<file path="src/rtl/uart_pkg.sv">
// Shared UART definitions: receiver state encoding and the parity mode constants
// common to rx_fsm and tx_fsm, plus the parity check used by the receiver.
package uart_pkg;

  typedef enum logic [2:0] {
    IDLE,
    START,
    DATA,
    PARITY,
    STOP,
    BREAK_WAIT
  } rx_state_e;

  localparam int PARITY_NONE = 0;
  localparam int PARITY_ODD  = 1;
  localparam int PARITY_EVEN = 2;

  function automatic logic parity_error(input int mode, input logic [7:0] data,
                                        input logic pbit);
    logic x;
    x = (^data) ^ pbit;
    case (mode)
      PARITY_ODD:  return ~x;
      PARITY_EVEN: return x;
      default:     return 1'b0;
    endcase
  endfunction

endpackage

</file>
<file path="src/rtl/rx_sync.sv">
// Two-flop synchroniser for the asynchronous RX line; resets to the idle-high level.
module rx_sync (
  input  logic clk,
  input  logic RSTn,
  input  logic d,
  output logic q
);

  logic s1_q;
  logic s2_q;

  always_ff @(posedge clk) begin
    if (!RSTn) begin
      s1_q <= 1'b1;
      s2_q <= 1'b1;
    end else begin
      s1_q <= d;
      s2_q <= s1_q;
    end
  end

  assign q = s2_q;

endmodule

</file>
<file path="src/rtl/rx_fsm.sv">
// UART receiver: mid-bit sampling, LSB first, optional parity, one stop bit.
// Defining RX_BREAK_DET_EN adds break_det and the BREAK_WAIT state.
module rx_fsm
  import uart_pkg::*;
#(
  parameter int clk_divisor = 1000000,
  parameter int rx_num_bits = 8,
  parameter int parity      = 0
) (
  input  logic       clk,
  input  logic       RSTn,
  input  logic       RX,
  output logic [7:0] data_out,
  output logic       data_valid,
  output logic       parity_err,
  output logic       frame_err,
  output logic       busy
`ifdef RX_BREAK_DET_EN
  ,
  output logic       break_det
`endif
);

  localparam int CNT_W = (clk_divisor > 1) ? $clog2(clk_divisor) : 1;
  localparam logic [CNT_W-1:0] CNT_LAST = CNT_W'(clk_divisor - 1);
  // Loading this on START entry makes the first tick land half a bit into the start bit.
  localparam logic [CNT_W-1:0] CNT_HALF = CNT_W'(clk_divisor - clk_divisor / 2);
  localparam logic [2:0] IDX_LAST = 3'(rx_num_bits - 1);

  logic            rx_s;
  logic            tick;
  rx_state_e       state_q, state_d;
  logic [CNT_W-1:0] cnt_q, cnt_d;
  logic [2:0]      idx_q, idx_d;
  logic [7:0]      shreg_q, shreg_d;
  logic            pbit_q, pbit_d;
  logic [7:0]      data_out_q, data_out_d;
  logic            dv_q, dv_d;
  logic            perr_q, perr_d;
  logic            ferr_q, ferr_d;
  logic            busy_q, busy_d;
  logic            brk_q, brk_d;

  rx_sync u_rx_sync (
    .clk  (clk),
    .RSTn (RSTn),
    .d    (RX),
    .q    (rx_s)
  );

  assign tick = (cnt_q == CNT_LAST);

  always_comb begin
    state_d    = state_q;
    cnt_d      = tick ? '0 : cnt_q + 1'b1;
    idx_d      = idx_q;
    shreg_d    = shreg_q;
    pbit_d     = pbit_q;
    data_out_d = data_out_q;
    dv_d       = 1'b0;
    perr_d     = perr_q;
    ferr_d     = ferr_q;
    brk_d      = 1'b0;

    case (state_q)
      IDLE: begin
        cnt_d = '0;
        if (!rx_s) begin
          state_d = START;
          cnt_d   = CNT_HALF;
        end
      end
      START: begin
        if (tick) begin
          if (rx_s) begin
            state_d = IDLE;
          end else begin
            state_d = DATA;
            idx_d   = '0;
            shreg_d = '0;
          end
        end
      end
      DATA: begin
        if (tick) begin
          shreg_d[idx_q] = rx_s;
          idx_d          = idx_q + 3'd1;
          if (idx_q == IDX_LAST) begin
            state_d = (parity != PARITY_NONE) ? PARITY : STOP;
          end
        end
      end
      PARITY: begin
        if (tick) begin
          pbit_d  = rx_s;
          state_d = STOP;
        end
      end
      STOP: begin
        if (tick) begin
          state_d    = IDLE;
          data_out_d = shreg_q;
          dv_d       = 1'b1;
          ferr_d     = ~rx_s;
          perr_d     = parity_error(parity, shreg_q, pbit_q);
`ifdef RX_BREAK_DET_EN
          if (!rx_s && (shreg_q == 8'h00) && ((parity == PARITY_NONE) || !pbit_q)) begin
            state_d    = BREAK_WAIT;
            data_out_d = data_out_q;
            dv_d       = 1'b0;
            ferr_d     = ferr_q;
            perr_d     = perr_q;
            brk_d      = 1'b1;
          end
`endif
        end
      end
      BREAK_WAIT: begin
        cnt_d = '0;
        if (rx_s) begin
          state_d = IDLE;
        end
      end
      default: begin
        state_d = IDLE;
        cnt_d   = '0;
      end
    endcase

    busy_d = (state_d != IDLE);
  end

  always_ff @(posedge clk) begin
    if (!RSTn) begin
      state_q    <= IDLE;
      cnt_q      <= '0;
      idx_q      <= '0;
      data_out_q <= '0;
      dv_q       <= 1'b0;
      perr_q     <= 1'b0;
      ferr_q     <= 1'b0;
      busy_q     <= 1'b0;
      brk_q      <= 1'b0;
    end else begin
      state_q    <= state_d;
      cnt_q      <= cnt_d;
      idx_q      <= idx_d;
      data_out_q <= data_out_d;
      dv_q       <= dv_d;
      perr_q     <= perr_d;
      ferr_q     <= ferr_d;
      busy_q     <= busy_d;
      brk_q      <= brk_d;
    end
    shreg_q <= shreg_d;
    pbit_q  <= pbit_d;
  end

  assign data_out   = data_out_q;
  assign data_valid = dv_q;
  assign parity_err = perr_q;
  assign frame_err  = ferr_q;
  assign busy       = busy_q;
`ifdef RX_BREAK_DET_EN
  assign break_det  = brk_q;
`else
  logic unused_brk;
  assign unused_brk = brk_q;
`endif

endmodule

</file>
<file path="config.mk">
export PLATFORM = sky130hd
export DESIGN_NAME = rx_fsm
export DESIGN_NICKNAME = d
export VERILOG_FILES = /design/src/rtl/uart_pkg.sv /design/src/rtl/rx_sync.sv /design/src/rtl/rx_fsm.sv
export SDC_FILE = /design/constraint.sdc
export NUM_CORES = 1
export LEC_CHECK = 0
export ABC_AREA = 1
export BUFFER_PORTS_ARGS = -buffer_cell sky130_fd_sc_hd__buf_2
export CORE_MARGIN = 2
export CORE_UTILIZATION = 62
export CTS_BUF_LIST = sky130_fd_sc_hd__clkbuf_4
export DETAILED_ROUTE_END_ITERATION = 12
export GPL_TIMING_DRIVEN = 1
export PLACE_DENSITY = 0.81
export SLEW_MARGIN = 20
export SYNTH_ARGS = -nofsm -noshare
export SYNTH_HDL_FRONTEND = slang
export SYNTH_HIERARCHICAL = 1
export SYNTH_SLANG_ARGS = --single-unit
</file>
<file path="constraint.sdc">
create_clock -name clk -period 2.5 [get_ports clk]
set_input_delay 0.625 -clock clk [delete_from_list [all_inputs] [get_ports clk]]
set_output_delay 0.625 -clock clk [all_outputs]
set_load 0.02 [all_outputs]
</file>
==> qor.yml, run 1 <==
run_status:
  outcome: "complete, no violations"
timing:
  final_critical_path_required_period_ps: 1960
  maximum_achievable_frequency_ghz: 0.509
  fin_setup_tns_ps: 0
  slew_viol_final: 0
  unrepaired_setup_endpoints_after_global_routing: "no"
  final.period_utilization_pct: 78.6
  setup_violations: 0
  skew_ps: 16.3
  hold_viol: 0
die:
  initial_utilization_pct: 65.3
  design.die.area_um2: 4400
  rows: 22
  floorplan.io_pins: 15
  core-area_um2: 3690
  chipHeight_um: 66.3
  die_width_um: 66.3
placed_design:
  dp_cells: 387
  dpl.hpwl_mm: 3.61
  port_buffers: 13
  finalWeightedCongestion: 0.907
synth:
  synth_cells: 334
  synth_warnings: 6
  synth.top_cells.by_area: "sky130_fd_sc_hd__dfxtp_1, sky130_fd_sc_hd__nand2_1, sky130_fd_sc_hd__edfxtp_1, sky130_fd_sc_hd__nor2_1, sky130_fd_sc_hd__nand3_1"
  synth_top_area_share_pct: 32.4
  yosys_register_bits: 47
  distinct_cells_synth: 29
  syn-num-nets: 340
  netlist_area_um2: 2410
  most_area_hungry_cell_type_in_the_yosys_netlist: "sky130_fd_sc_hd__dfxtp_1"
  yosysSeqAreaShare_pct: 42.4
  syn-mean-instance-area_um2: 7.21
worst_hold_path:
  min-delay-path-class: "input pin to register"
cts:
  cts-htree-levels: 2
  clk_transition_reported_paths_ps: 140
  cts_tree: "yes"
  cts_num_sinks: 47
  numCtsBuffers: 5
  cts_root_buf: "sky130_fd_sc_hd__clkbuf_4"
  post_cts_repair_setup_buffers: 0
  hold_buffers: 0
  clock_latency_ps: 370
  clock_tree.buffer_depth: 2
  cts_resized: 0
detailed_routing:
  vias: 2101
  drt_drc_violations_left: 0
  initialDrtViolationCount: 260
  drtAntennaViolNets: 0
  drt-total-wl_mm: 4.80
  first_pass_iters: 5
  routed_via_density: 5.32
  route.detailed.wl_per_inst_um: 12.2
power_and_ir_drop:
  cellLeakagePower_uw: 0.000948
  max-vdd-ir-drop_v: 0.000292
  share_clk_of_total_power_pct: 30.2
  share_seq_of_total_power_pct: 66.5
  power.switching_uw: 280
  power.switching_fraction_pct: 23.9
  power.density_cell_area_nw_per_um2: 461
  pwr-share-comb_pct: 3.3
  p_int_uw: 893
setup_path:
  worst_setup_path_start_kind: "register"
  path_class: "register to register"
  critical_path_required_ps: 2570
  critPathMaxFanout: 8
  arrival_ps: 2030
  worst_setup_path_end_kind: "register"
final_layout:
  area_growth_syn_to_layout_pct: 5.72
  final_net_count: 352
  final.fill_count: 328
  post_route_cells_drive_above_1_share_pct: 14.7
  antenna-diode-count: 0
  final-instance-count-excl-fill: 395
run:
  max_cap_viol_count: 0
grt:
  grt_first_pass_wirelength_mm: 8.26
  globalRouteTotalUtil_pct: 24.9
  overflow_left_after_global_routing: 0
  grt_pass1_vias: 1865
  grt_max_degree: 21
  antenna_violations_before_repair: 0
[registers in the layout, summed over array words and instances (netlist names)]
signal	cells
state_q	3
busy	1
shreg_q	8
data_out	8
idx_q	3
u_rx_sync/q	1
cnt_q	20
frame_err	1
data_valid	1
u_rx_sync/s1_q	1
[worst max-delay path, cell delays in order, from the launching register on]
cell and delay [ps]:
sky130_fd_sc_hd__dfxtp_1 430, sky130_fd_sc_hd__ha_1 280, sky130_fd_sc_hd__nand2_1 110, sky130_fd_sc_hd__nor2_2 170
sky130_fd_sc_hd__nand3_1 150, sky130_fd_sc_hd__nor2_1 170, sky130_fd_sc_hd__nand2_1 120, sky130_fd_sc_hd__inv_1 260
[metrics by stage]
step,cell area [um2],setup slack [ps],util [%],total power (uW),hold WS [ps]
after floorplan,2410,769,-,826,380
after global placement,2490,606,67.4,835,393
after detailed placement,2490,557,67.4,836,404
after CTS,2540,553,69.0,1180,409
after global routing,2540,384,69.0,1220,399
final,2540,536,69.0,1170,412
[synthesized netlist by cell type (all sizes together)]
master	instances
buf	3
a21oi	25
ha	3
nand4	7
xnor2	3
nor3b	3
clkbuf	7
conb	1
dfxtp	39
nand2	76
nor2	53
edfxtp	8
xor2	5
o21bai	2
nor4	3
o21ai	10
nand3	31
nor3	7
inv	45
a31oi	3
[routing by layer]
| metal | up-vias | routed length (um) | track usage [%] |
|---|---|---|---|
| met1 | 916 | 2330 | 35.6 |
| met4 | 0 | 57 | 7.91 |
| met5 | - | 0 | 0 |
| met2 | 81 | 2050 | 37.0 |
| met3 | 7 | 356 | 5.79 |
| li1 | 1097 | - | - |
[layout make-up]
class	count	area [um2]	area share [%]
clock inverter	3	20.0	0.787
tap	48	60.1	2.36
inverter	45	169	6.64
timing repair buffer	15	80.1	3.15
clock buffer	5	37.5	1.47
sequential	47	1020	40.1
multi-input combinational	232	1160	45.5
[power by group through the flow]
stage | registers, uW | clock network, uW | logic (uW)
floorplan | 796 | 0 | 30.2
global placement | 797 | 0 | 38.6
detailed placement | 797 | 0 | 38.9
CTS | 780 | 365 | 39.0
global route | 781 | 396 | 44.2
finish | 780 | 354 | 39.2
[cell families after synthesis]
kind of cell / count (synthesis) / synth area share (%)
AO/OA/AOI/OAI: 40 / 8.68
flip-flops: 47 / 42.4
XOR/XNOR: 8 / 2.91
AND/OR/NAND/NOR: 180 / 34.8
adder cells (fa/ha/maj): 3 / 1.56
other: 1 / 0.156
buffers and inverters: 55 / 9.51
[final timing paths]
| check | startpoint | endpoint | slack (ps) | cells past startpoint |
|---|---|---|---|---|
| worst max-delay path | cnt_q[0] | shreg_q[6] | 540 | 7 |
| worst max register to register | cnt_q[0] | shreg_q[6] | 540 | 7 |
| worst min-delay path | RX | u_rx_sync/s1_q | 410 | 3 |
| worst min register to register | u_rx_sync/s1_q | u_rx_sync/q | 430 | 2 |
[cells in the final DEF (no fill, tap or decap), types with 6 or more instances in the layout]
cell,netlist,routed
sky130_fd_sc_hd__nor2_1,42,42
sky130_fd_sc_hd__nand2_2,6,6
sky130_fd_sc_hd__dfxtp_1,39,39
sky130_fd_sc_hd__nor2_2,8,8
sky130_fd_sc_hd__edfxtp_1,8,8
sky130_fd_sc_hd__nand3_1,29,29
sky130_fd_sc_hd__buf_2,0,13
sky130_fd_sc_hd__nand2_1,70,70
sky130_fd_sc_hd__o21ai_0,7,7
sky130_fd_sc_hd__inv_1,37,37
sky130_fd_sc_hd__nand4_1,7,7
sky130_fd_sc_hd__a21oi_1,25,25
sky130_fd_sc_hd__inv_2,8,8
(Power assumes the default switching activity.)
==> inputs of run 2 (changes only) <==
--- a/config.mk
+++ b/config.mk
@@ -5,7 +5,7 @@
 export SDC_FILE = /design/constraint.sdc
 export NUM_CORES = 1
 export LEC_CHECK = 0
-export ABC_AREA = 1
+export ABC_AREA = 0
 export BUFFER_PORTS_ARGS = -buffer_cell sky130_fd_sc_hd__buf_2
 export CORE_MARGIN = 2
 export CORE_UTILIZATION = 62
==> constraint.sdc (replaced) <==
create_clock -name clk -period 2 [get_ports clk]
set_input_delay 0.5 -clock clk [delete_from_list [all_inputs] [get_ports clk]]
set_output_delay 0.5 -clock clk [all_outputs]
set_load 0.02 [all_outputs]
==> run 2 against run 1 <==
  * Register-to-register slack got worse by 390 ps
  * Clock power rose by 23%
  * Synthesized cell count fell by 28%
  * Worst setup slack got worse by 390 ps
  * Combinational power rose by 38%
  * Wire length fell by 17%
  * Critical path type unchanged
  * Maximum frequency rose by 5.9%
  * Sequential share of layout area rose by 2.5 points
  * First-iteration DRC count fell by 53%
==> qor.yml, run 2 <==
power_and_ir_drop:
  fin_total_pwr_uw: 1460
  max-vdd-ir-drop_v: 0.000484
  p_int_uw: 1130
  power.density_cell_area_nw_per_um2: 611
  power.switching_fraction_pct: 22.7
  cellLeakagePower_uw: 0.00102
  pwr-share-comb_pct: 3.7
  power.switching_uw: 332
  share_seq_of_total_power_pct: 66.5
  share_clk_of_total_power_pct: 29.8
synth:
  synth.area.mux_share_pct: 7.32
  yosysSeqAreaShare_pct: 46.7
  synth_enable_flop_cells: 8
  syn-num-nets: 245
  ys_top_cells_by_count: "sky130_fd_sc_hd__nor2_1, sky130_fd_sc_hd__dfxtp_1, sky130_fd_sc_hd__nand2_1"
  synth_top_area_share_pct: 35.7
  yosys_register_bits: 47
  synth-simple-area-share_pct: 26.6
  synth_ff_type: "sky130_fd_sc_hd__dfxtp_1"
  synth_fa_ha_area_share_pct: 1.72
  netlist_area_um2: 2190
  synth_warnings: 6
  most_area_hungry_cell_type_in_the_yosys_netlist: "sky130_fd_sc_hd__dfxtp_1"
  synthArstFlopShare_pct: 0
  distinct_cells_synth: 43
  synth_cells: 239
  combinational_family_with_the_most_area_after_synthesis: "simple AND/OR/NAND/NOR gates"
  yosys.area_share.xor_xnor_pct: 7.20
  post-synth-top-count-cell: "sky130_fd_sc_hd__nor2_1"
  syn-mean-instance-area_um2: 9.16
  synth.top_cells.by_area: "sky130_fd_sc_hd__dfxtp_1, sky130_fd_sc_hd__edfxtp_1, sky130_fd_sc_hd__mux2i_1, sky130_fd_sc_hd__nor2_1, sky130_fd_sc_hd__xor2_1"
  synth_compound_gate_area_share_pct: 6.98
grt:
  overflow_left_after_global_routing: 0
  antenna_violations_before_repair: 0
  globalRouteTotalUtil_pct: 22.7
  grt_first_pass_wirelength_mm: 6.98
  grt_max_degree: 15
  grt_pass1_vias: 1507
timing:
  unrepaired_setup_endpoints_after_global_routing: "no"
  slew_viol_final: 0
  fin_setup_tns_ps: 0
  final_critical_path_required_period_ps: 1850
  maximum_achievable_frequency_ghz: 0.539
  skew_ps: 14.5
  hold_viol: 0
  final.period_utilization_pct: 92.7
  setup_violations: 0
final_layout:
  final_net_count: 266
  largest_register_ffs: 20
  largest_reg_by_ff_count: "cnt_q"
  most_frequent_standard_cell_in_the_layout_excluding_fill_and_tap_cells: "sky130_fd_sc_hd__nor2_1"
  post_route_cells_drive_above_1_share_pct: 15.3
  register_area_um2: 1020
  multi_input_comb_area_um2: 1090
  layout_common_cells: "sky130_fd_sc_hd__nor2_1, sky130_fd_sc_hd__dfxtp_1, sky130_fd_sc_hd__nand2_1, sky130_fd_sc_hd__mux2i_1, sky130_fd_sc_hd__buf_2"
  final-instance-count-excl-fill: 307
  finalCoreUtilization_pct: 71.3
  antenna-diode-count: 0
  area_growth_syn_to_layout_pct: 9.55
  final.fill_count: 284
die:
  initial_utilization_pct: 65.1
  rows: 21
  design.die.area_um2: 4020
  core-area_um2: 3360
  chipHeight_um: 63.4
  floorplan.io_pins: 15
  die_width_um: 63.4
cts:
  cts_tree: "yes"
  cts-htree-levels: 2
  clock_latency_ps: 370
  numCtsBuffers: 5
  cts_num_sinks: 47
  clk_transition_reported_paths_ps: 130
  clock_tree.buffer_depth: 2
  cts_resized: 0
  cts_root_buf: "sky130_fd_sc_hd__clkbuf_4"
  post_cts_repair_setup_buffers: 0
  hold_buffers: 0
setup_path:
  arrival_ps: 2110
  path_delay_family: "simple AND/OR/NAND/NOR gates"
  path_class: "register to register"
  critical_path.n_buffers_inverters: 1
  timing.critical_path.depth: 7
  worst_setup_path_start_kind: "register"
  worst_setup_path_end_kind: "register"
  timing.critical_path.slowest_stage_cell: "sky130_fd_sc_hd__dfxtp_1"
  critical_path.cell_chain: "ha_1 > nand3_2 > or2_4 > or3_1 > buf_4 > mux2i_1 > nor2_1"
  critPathMaxFanout: 10
  slowest_stage_delay_cp_ps: 390
  rr_worst_depth: 7
  critical_path_required_ps: 2260
detailed_routing:
  vias: 1674
  initialDrtViolationCount: 123
  routed_via_density: 5.45
  first_pass_iters: 5
  drtAntennaViolNets: 0
  route.detailed.wl_per_inst_um: 13.1
  drt_drc_violations_left: 0
  drt-total-wl_mm: 4.01
worst_hold_path:
  min-delay-path-class: "input pin to register"
  worstHoldPathCells: 2
placed_design:
  finalWeightedCongestion: 0.823
  dpl.hpwl_mm: 2.83
  port_buffers: 13
  dp_cells: 299
run_status:
  outcome: "complete, no violations"
run:
  max_cap_viol_count: 0
run 2: cell count changes after synthesis, sizes merged, moves of 3 or more:
cell and delta:
a21oi -13, inv -39, o21ai -3, mux2i +16
nor2 -12, nand2b +4, and4 +3, nand2 -51
xor2 +7, nand3 -20, and3 +5, xnor2 +3
run 2: final timing paths:
| kind | start | endpoint | slack (ps) |
|---|---|---|---|
| worst max-delay path | cnt_q[0] | data_out[6] | 150 |
| worst min-delay path | RX | u_rx_sync/s1_q | 320 |
| worst max register to register | cnt_q[0] | data_out[6] | 150 |
| worst min register to register | u_rx_sync/s1_q | u_rx_sync/q | 430 |
run 2: final cells by class:
type	instances	area share, %
clock buffer	6	1.88
clock inverter	2	0.365
inverter	6	0.939
multi-input combinational	176	45.7
sequential	47	42.6
tap	46	2.40
timing repair buffer	24	6.16
run 2: power groups by stage:
stage,Clock [uW],Combinational (uW),Sequential [uW]
floorplan,0,33.3,996
global placement,0,52.6,994
detailed placement,0,52.9,994
CTS,447,53.0,973
global route,493,59.0,976
finish,436,54.0,973
run 2: through the flow:
| stage | setup WS [ps] | cell area [um2] | hold slack (ps) |
|---|---|---|---|
| after floorplan | 228 | 2190 | 386 |
| after global placement | 210 | 2340 | 394 |
| after detailed placement | 135 | 2340 | 402 |
| after CTS | 125 | 2400 | 316 |
| after global routing | 5.21 | 2400 | 315 |
| final | 145 | 2400 | 315 |
run 2: kinds of logic after synthesis:
kind of cell / count (synthesis)
compound gates: 26
xor+xnor: 18
fa+ha+maj: 3
buf+inv: 16
flops: 47
mux: 16
other cells: 1
simple gates: 112
run 2: per-layer routing:
metal / global-route usage (%) / routed length (um)
met3: 7.32 / 183
met4: 9.51 / 68
met1: 33.5 / 2150
met2: 30.1 / 1600
met5: 0 / 0
